[src/rtl/accu_16bit_if.sv]
// Sample/result bus for accu_16bit.
// The clr abort line exists only when ACCU_CLR_EN is defined.
interface accu_16bit_if #(
    parameter int N = 4
);
    localparam int OUT_W = 16 + $clog2(N);

    logic             valid_in;
    logic [15:0]      data_in;
    logic             valid_out;
    logic [OUT_W-1:0] data_out;
`ifdef ACCU_CLR_EN
    logic             clr;
`endif

    // Producer side: drives samples and observes group sums.
    modport master (
        output valid_in,
        output data_in,
`ifdef ACCU_CLR_EN
        output clr,
`endif
        input  valid_out,
        input  data_out
    );

    // Accumulator side.
    modport slave (
        input  valid_in,
        input  data_in,
`ifdef ACCU_CLR_EN
        input  clr,
`endif
        output valid_out,
        output data_out
    );
endinterface

[src/rtl/accu_16bit.sv]
// accu_16bit: sums groups of N unsigned 16-bit samples and emits one
// OUT_W-bit result per group, with a one-cycle valid_out pulse.
// Optional feature: define ACCU_CLR_EN to add a synchronous group abort (clr).
// Reset is synchronous and active-low.
module accu_16bit #(
    parameter int N = 4
) (
    input  logic         clk,
    input  logic         rst_n,
    accu_16bit_if.slave  bus
);
    localparam int OUT_W = 16 + $clog2(N);
    localparam int CNT_W = $clog2(N);
    localparam logic [CNT_W-1:0] LAST = CNT_W'(N - 1);

    typedef enum logic {
        IDLE,
        ACCUM
    } state_t;

    state_t           state_q, state_d;
    logic [OUT_W-1:0] acc_q, acc_d;
    logic [CNT_W-1:0] cnt_q, cnt_d;
    logic [OUT_W-1:0] dout_q, dout_d;
    logic             vout_q, vout_d;
    logic [OUT_W-1:0] sum;

    // State register: all state updates on the rising edge, synchronous reset.
    always_ff @(posedge clk) begin
        // NOTE: sequential state uses non-blocking assignments so every
        // register samples the pre-edge values of the others.
        if (!rst_n) begin
            state_q <= IDLE;
            acc_q   <= '0;
            cnt_q   <= '0;
            dout_q  <= '0;
            vout_q  <= 1'b0;
        end else begin
            state_q <= state_d;
            acc_q   <= acc_d;
            cnt_q   <= cnt_d;
            dout_q  <= dout_d;
            vout_q  <= vout_d;
        end
    end

    // Next-state logic: take a sample when valid, close the group on the Nth.
    always_comb begin
        // NOTE: every variable gets a default first so no path infers a latch.
        state_d = state_q;
        acc_d   = acc_q;
        cnt_d   = cnt_q;
        dout_d  = dout_q;
        vout_d  = 1'b0;
        sum     = acc_q + OUT_W'(bus.data_in);

        case (state_q)
            IDLE: begin
                if (bus.valid_in) begin
                    acc_d   = OUT_W'(bus.data_in);
                    cnt_d   = CNT_W'(1);
                    state_d = ACCUM;
                end
            end
            ACCUM: begin
                if (bus.valid_in) begin
                    if (cnt_q == LAST) begin
                        dout_d  = sum;
                        vout_d  = 1'b1;
                        acc_d   = '0;
                        cnt_d   = '0;
                        state_d = IDLE;
                    end else begin
                        acc_d = sum;
                        cnt_d = cnt_q + CNT_W'(1);
                    end
                end
            end
            default: begin
                state_d = IDLE;
                acc_d   = '0;
                cnt_d   = '0;
            end
        endcase

`ifdef ACCU_CLR_EN
        // Abort wins over any same-cycle sample, including a group's last one;
        // the previously published result stays on data_out.
        if (bus.clr) begin
            state_d = IDLE;
            acc_d   = '0;
            cnt_d   = '0;
            dout_d  = dout_q;
            vout_d  = 1'b0;
        end
`endif
    end

    assign bus.valid_out = vout_q;
    assign bus.data_out  = dout_q;
endmodule

[src/flat_wrapper.sv]
// flat-port wrapper written by rule: the top's interface ports become plain ports
module accu_16bit_flat 
#(
    parameter int N = 4
)
  (clk, rst_n, bus_valid_in, bus_data_in, bus_valid_out, bus_data_out);
  accu_16bit_if #(.N(N)) bus_i ();
  input  logic clk;
  input  logic rst_n;
  input wire logic [$bits(bus_i.valid_in)-1:0] bus_valid_in;
  input wire logic [$bits(bus_i.data_in)-1:0] bus_data_in;
  output wire logic [$bits(bus_i.valid_out)-1:0] bus_valid_out;
  output wire logic [$bits(bus_i.data_out)-1:0] bus_data_out;
  assign bus_i.valid_in = bus_valid_in;
  assign bus_i.data_in = bus_data_in;
  assign bus_valid_out = bus_i.valid_out;
  assign bus_data_out = bus_i.data_out;
  accu_16bit #(.N(N)) u_core (.clk(clk), .rst_n(rst_n), .bus(bus_i));
endmodule
[config.mk]
export PLATFORM = sky130hd
export DESIGN_NAME = accu_16bit_flat
export DESIGN_NICKNAME = d
export VERILOG_FILES = /design/src/rtl/accu_16bit_if.sv /design/src/rtl/accu_16bit.sv /design/src/flat_wrapper.sv
export SDC_FILE = /design/constraint.sdc
export NUM_CORES = 1
export LEC_CHECK = 0
export ABC_AREA = 1
export BUFFER_PORTS_ARGS = -buffer_cell sky130_fd_sc_hd__buf_4
export CAP_MARGIN = 20
export CORE_AREA = 3 3 77 79
export CTS_CLUSTER_SIZE = 16
export DETAILED_ROUTE_END_ITERATION = 10
export DIE_AREA = 0 0 80 82
export GPL_ROUTABILITY_DRIVEN = 1
export PLACE_DENSITY = 0.7
export SYNTH_ARGS = -nofsm -noshare
export SYNTH_HDL_FRONTEND = slang
export SYNTH_SLANG_ARGS = --single-unit
[constraint.sdc]
create_clock -name clk -period 3.7 [get_ports clk]
set_clock_uncertainty 0.2 [all_clocks]
set_input_delay 0.37 -clock clk [delete_from_list [all_inputs] [get_ports clk]]
set_output_delay 0.37 -clock clk [all_outputs]
set_load 0.01 [all_outputs]
# Word level (Yosys, flattened, before mapping)
# Index checks and enable logic that the tools add are counted.
# classes
n_addsub	2
n_mul	0
div_mod_pow	0
magnitude_cmp	0
n_eq_ne	3
shift	0
mux	13
bitwise	1
reduce_logical	3
# op_table
operator	n
$mux W18	3
$pmux W18 S2	1
$add A18 B16 Y18	1
$mux W2	3
$reduce_and A3 Y1	2
$mux W1	4
$ne A2 B2 Y1 const B	2
$pmux W2 S2	1
$add A2 B1 Y2 const B	1
$eq A2 B2 Y1 const B	1
$pmux W1 S2	1
$reduce_and A2 Y1	1
$not A1 Y1	1
# word_totals
regBits	40
latchBits	0
ramBits	0
mem_bits_ro	0
input_bits	19
out_inout_bits	19
word_cells	27
n_memories	0

# Depth between registers and ports, before layout
# depth
ltp_word	4
mapped_depth	12
ltp_nobuf	12

# Worst setup path before layout
# No wires, ideal clock.
# synth_timing
path_kind	input port to flip-flop
startpoint	input port bus_data_in[0]
endpoint	register u_core.acc_q[16]
setup_time_ns	0.124
t_arrival_ns	1.664
required_ns	3.376
slack_ns	1.712
cell_stages	11
path_buffers	0
path_cell_list	ha_1 > inv_1 > fa_1 > o21ai_2 > nand2_1 > nand2_2 > nand2_2 > nand2_1 > nand2_1 > nand3_2 > a21oi_2
# synth_between
elab_chain_cells	4
# synth_lines
element	line	rtl
start, declared	flat_wrapper.sv:11	input wire logic [$bits(bus_i.data_in)-1:0] bus_data_in;
$add A18 B16 Y18	accu_16bit.sv:55	sum = acc_q + OUT_W'(bus.data_in);
$mux W18	accu_16bit.sv:67	if (cnt_q == LAST) begin
$mux W18	accu_16bit.sv:66	if (bus.valid_in) begin
$pmux W18 S2	accu_16bit.sv:57	case (state_q)
end signal, assigned	accu_16bit.sv:34	acc_q <= '0;
end signal, assigned	accu_16bit.sv:40	acc_q <= acc_d;
end, declared	accu_16bit.sv:22	logic [OUT_W-1:0] acc_q, acc_d;
# Every way passes these cells. The select of a mux whose other input is x is not followed.
# A chain may end at the register's enable or synchronous reset.

# Worst setup path in the final report
# layout_timing
startpoint	register u_core.acc_q[0]
endpoint	register u_core.acc_q[16]
# layout_between
elab_chain_cells	4
# layout_lines
element	line
$add A18 B16 Y18	accu_16bit.sv:55
$mux W18	accu_16bit.sv:67
$mux W18	accu_16bit.sv:66
$pmux W18 S2	accu_16bit.sv:57
# Every way passes these cells. The select of a mux whose other input is x is not followed.

==> impl_metrics.json <==
{
  "synth.distinct_cells": 34,
  "ys_ff_latch": 40,
  "cts_max_level": 2,
  "grt_pass1_wl_um": 10800,
  "die-height_um": 82,
  "avgViaCountPerCell": 5.15,
  "yosysWarnings": 0,
  "cts_setup_buffers": 0,
  "hold_violations": 0,
  "synthArstFlopShare": 0,
  "clkPwrFrac": 0.409,
  "ys_seq_area_frac": 0.321,
  "slew_headroom": 0.479,
  "synthesis.area_um2": 2490,
  "num_vias": 2388,
  "track_usage": 0.208,
  "antenna_found_initial": 0,
  "maxCapViolCount": 0,
  "clock_latency_ps": 300,
  "final_cell_mix": "nand2_1 (100), dfxtp_1 (40), buf_4 (38)",
  "swShare": 0.281,
  "fillers": 550,
  "nets": 428,
  "ant_nets": 0,
  "status": "complete, no violations",
  "netlist_instances": 354,
  "dieArea_um2": 6560,
  "arrival_ps": 2080,
  "cts.sinks": 40,
  "critPathCaptureType": "register",
  "crit_buf_inv": 1,
  "critPathRequiredTime_ps": 3690,
  "critPathMaxStageDelay_ps": 420,
  "p_leak_uw": 0.00146,
  "io_pins": 38,
  "cp-start-kind": "register",
  "coreArea_um2": 5410,
  "initial_core_util": 0.461,
  "min_period_over_period": 0.567,
  "synth.area.top_cells": "dfxtp_1 (32%), nand2_1 (15%), ha_1 (8.5%)",
  "cts.repair.resized": 0,
  "min_path_type": "input port to register",
  "fmax_ghz": 0.477,
  "slew_viol_final": 0,
  "crit_type": "register to register",
  "crit_top_cell": "nand2_1",
  "synthToLayoutAreaGrowth_pct": 19.7,
  "setup_viol": 0,
  "clk_pin_slew_ps": 80,
  "finalWirelength_um": 6430,
  "synth_edf_count": 0,
  "comb_power_share": 0.221,
  "place.gp.congestion": 0.857,
  "slowest_stage": "fa_1",
  "layout_commonest_cell": "nand2_1",
  "switching_power_uw": 346,
  "drt_iter0_drc": 178,
  "crit_family": "adder cells",
  "root_buffer": "clkbuf_8",
  "p_seq_frac": 0.370,
  "postSynthAreaPerCell_um2": 7.04,
  "rsz0062_at_grt": "false",
  "internal-power_uw": 887,
  "first_global_vias": 2199,
  "row_count": 27,
  "synth_top_area_frac": 0.321,
  "antenna_cells": 0,
  "clk_path_buf_depth": 2,
  "drtPass1Iterations": 5,
  "power_density_nw_per_um2": 413,
  "fin_setup_tns_ps": 0,
  "fin_hold_ws_ps": 153,
  "ys.flop_type": "dfxtp_1",
  "hpwl_um": 4560,
  "worstPathCellList": "ha_1 -> inv_1 -> fa_1 -> o21ai_2 -> nand2_1 -> nand2_2 -> nand2_2 -> nand2_1 -> nand2_1 -> nand3_2 -> a21oi_2",
  "cp_max_fo": 3,
  "grt_overflow": 0,
  "numCtsBuffers": 5,
  "cts_hold_buf": 0,
  "final-seq-area_um2": 801,
  "min_period_ps": 2100,
  "drc": 0,
  "multiInputGateArea_um2": 1530,
  "die_x_um": 80,
  "port_buffers": 37,
  "avgRoutedWirePerCell_um": 13.9,
  "grt_max_degree": 22,
  "tightest_slew_ps": 781,
  "drive_gt1_frac": 0.207,
  "syn_nets": 391,
  "tritoncts": "built",
  "irDropWorstVdd_mv": 0.239,
  "yosysTopAreaCell": "dfxtp_1"
}
layout make-up:
class | instances | share of cell area
Clock buffer | 5 | 0.0231
Clock inverter | 3 | 0.0302
Inverter | 32 | 0.0402
Multi-Input combinational cell | 274 | 0.513
Sequential cell | 40 | 0.268
Tap cell | 72 | 0.0302
Timing Repair Buffer | 38 | 0.0956
Yosys cell counts (4+ instances only):
| cell type | instances |
|---|---|
| clkbuf_1 | 5 |
| ha_1 | 17 |
| a21oi_1 | 34 |
| xnor2_1 | 4 |
| inv_1 | 29 |
| nand3_2 | 6 |
| nand3_1 | 23 |
| dfxtp_1 | 40 |
| a21oi_2 | 9 |
| nand2_2 | 9 |
| o21ai_0 | 22 |
| nand3b_1 | 4 |
| nand2_1 | 100 |
| nor2_1 | 22 |
| a22o_1 | 4 |
power by group through the flow:
stage	clock network [uW]	registers [uW]	logic (uW)
6_report	504	456	273
3_5_place_dp	0	466	270
2_1_floorplan	0	464	202
3_3_place_gp	0	466	266
4_1_cts	512	456	272
5_1_grt	525	459	309
flip-flops by register name, indices dropped and copies added, names as in the netlist:
name,count
u_core.bus.valid_out,1
u_core.bus.data_out,18
u_core.acc_q,18
u_core.cnt_q,2
u_core.state_q,1
per-layer routing:
metal  GRT usage  wire (um)  up-vias
li1            -          -     1244
met1       0.297       3040     1079
met2       0.327       3000       59
met3      0.0340        342        6
met4      0.0524         50        0
met5           0          0        -
worst paths after layout:
check                     startpoint                       to  slack (ps)  depth (start not counted)
max                  u_core.acc_q[0]         u_core.acc_q[16]        1600                         11
min reg2reg  u_core.bus.data_out[15]  u_core.bus.data_out[15]         250                          2
max reg2reg          u_core.acc_q[0]         u_core.acc_q[16]        1600                         11
min                   bus_data_in[1]          u_core.acc_q[1]         150                          3
cells by family after synthesis:
family / share of synthesized area
adders and majority gates: 0.0933
xor gates and xnor gates: 0.0241
and+or+nand+nor: 0.326
buffers and inverters: 0.0652
DFF: 0.321
AOI/OAI and AO/OA: 0.171
worst register-to-register path, cell delays in order (launching register included):
cell     delay, ps
dfxtp_1        330
ha_1           200
inv_1           70
fa_1           420
o21ai_2        220
nand2_1         90
nand2_2        120
nand2_2         80
nand2_1         60
nand2_1         80
nand3_2         80
a21oi_2         50
per-stage QoR:
stage	instance area (um^2)	std cells	total power, uW	util	setup slack [ps]
finish	2990	464	1230	0.552	1600
CTS	2990	464	1240	0.552	1590
global route	2990	464	1290	0.552	1410
detailed placement	2830	456	736	0.523	1470
floorplan	2490	354	666	-	1710
global placement	2830	456	732	0.523	1530
Power figures use the tool's default switching activity.
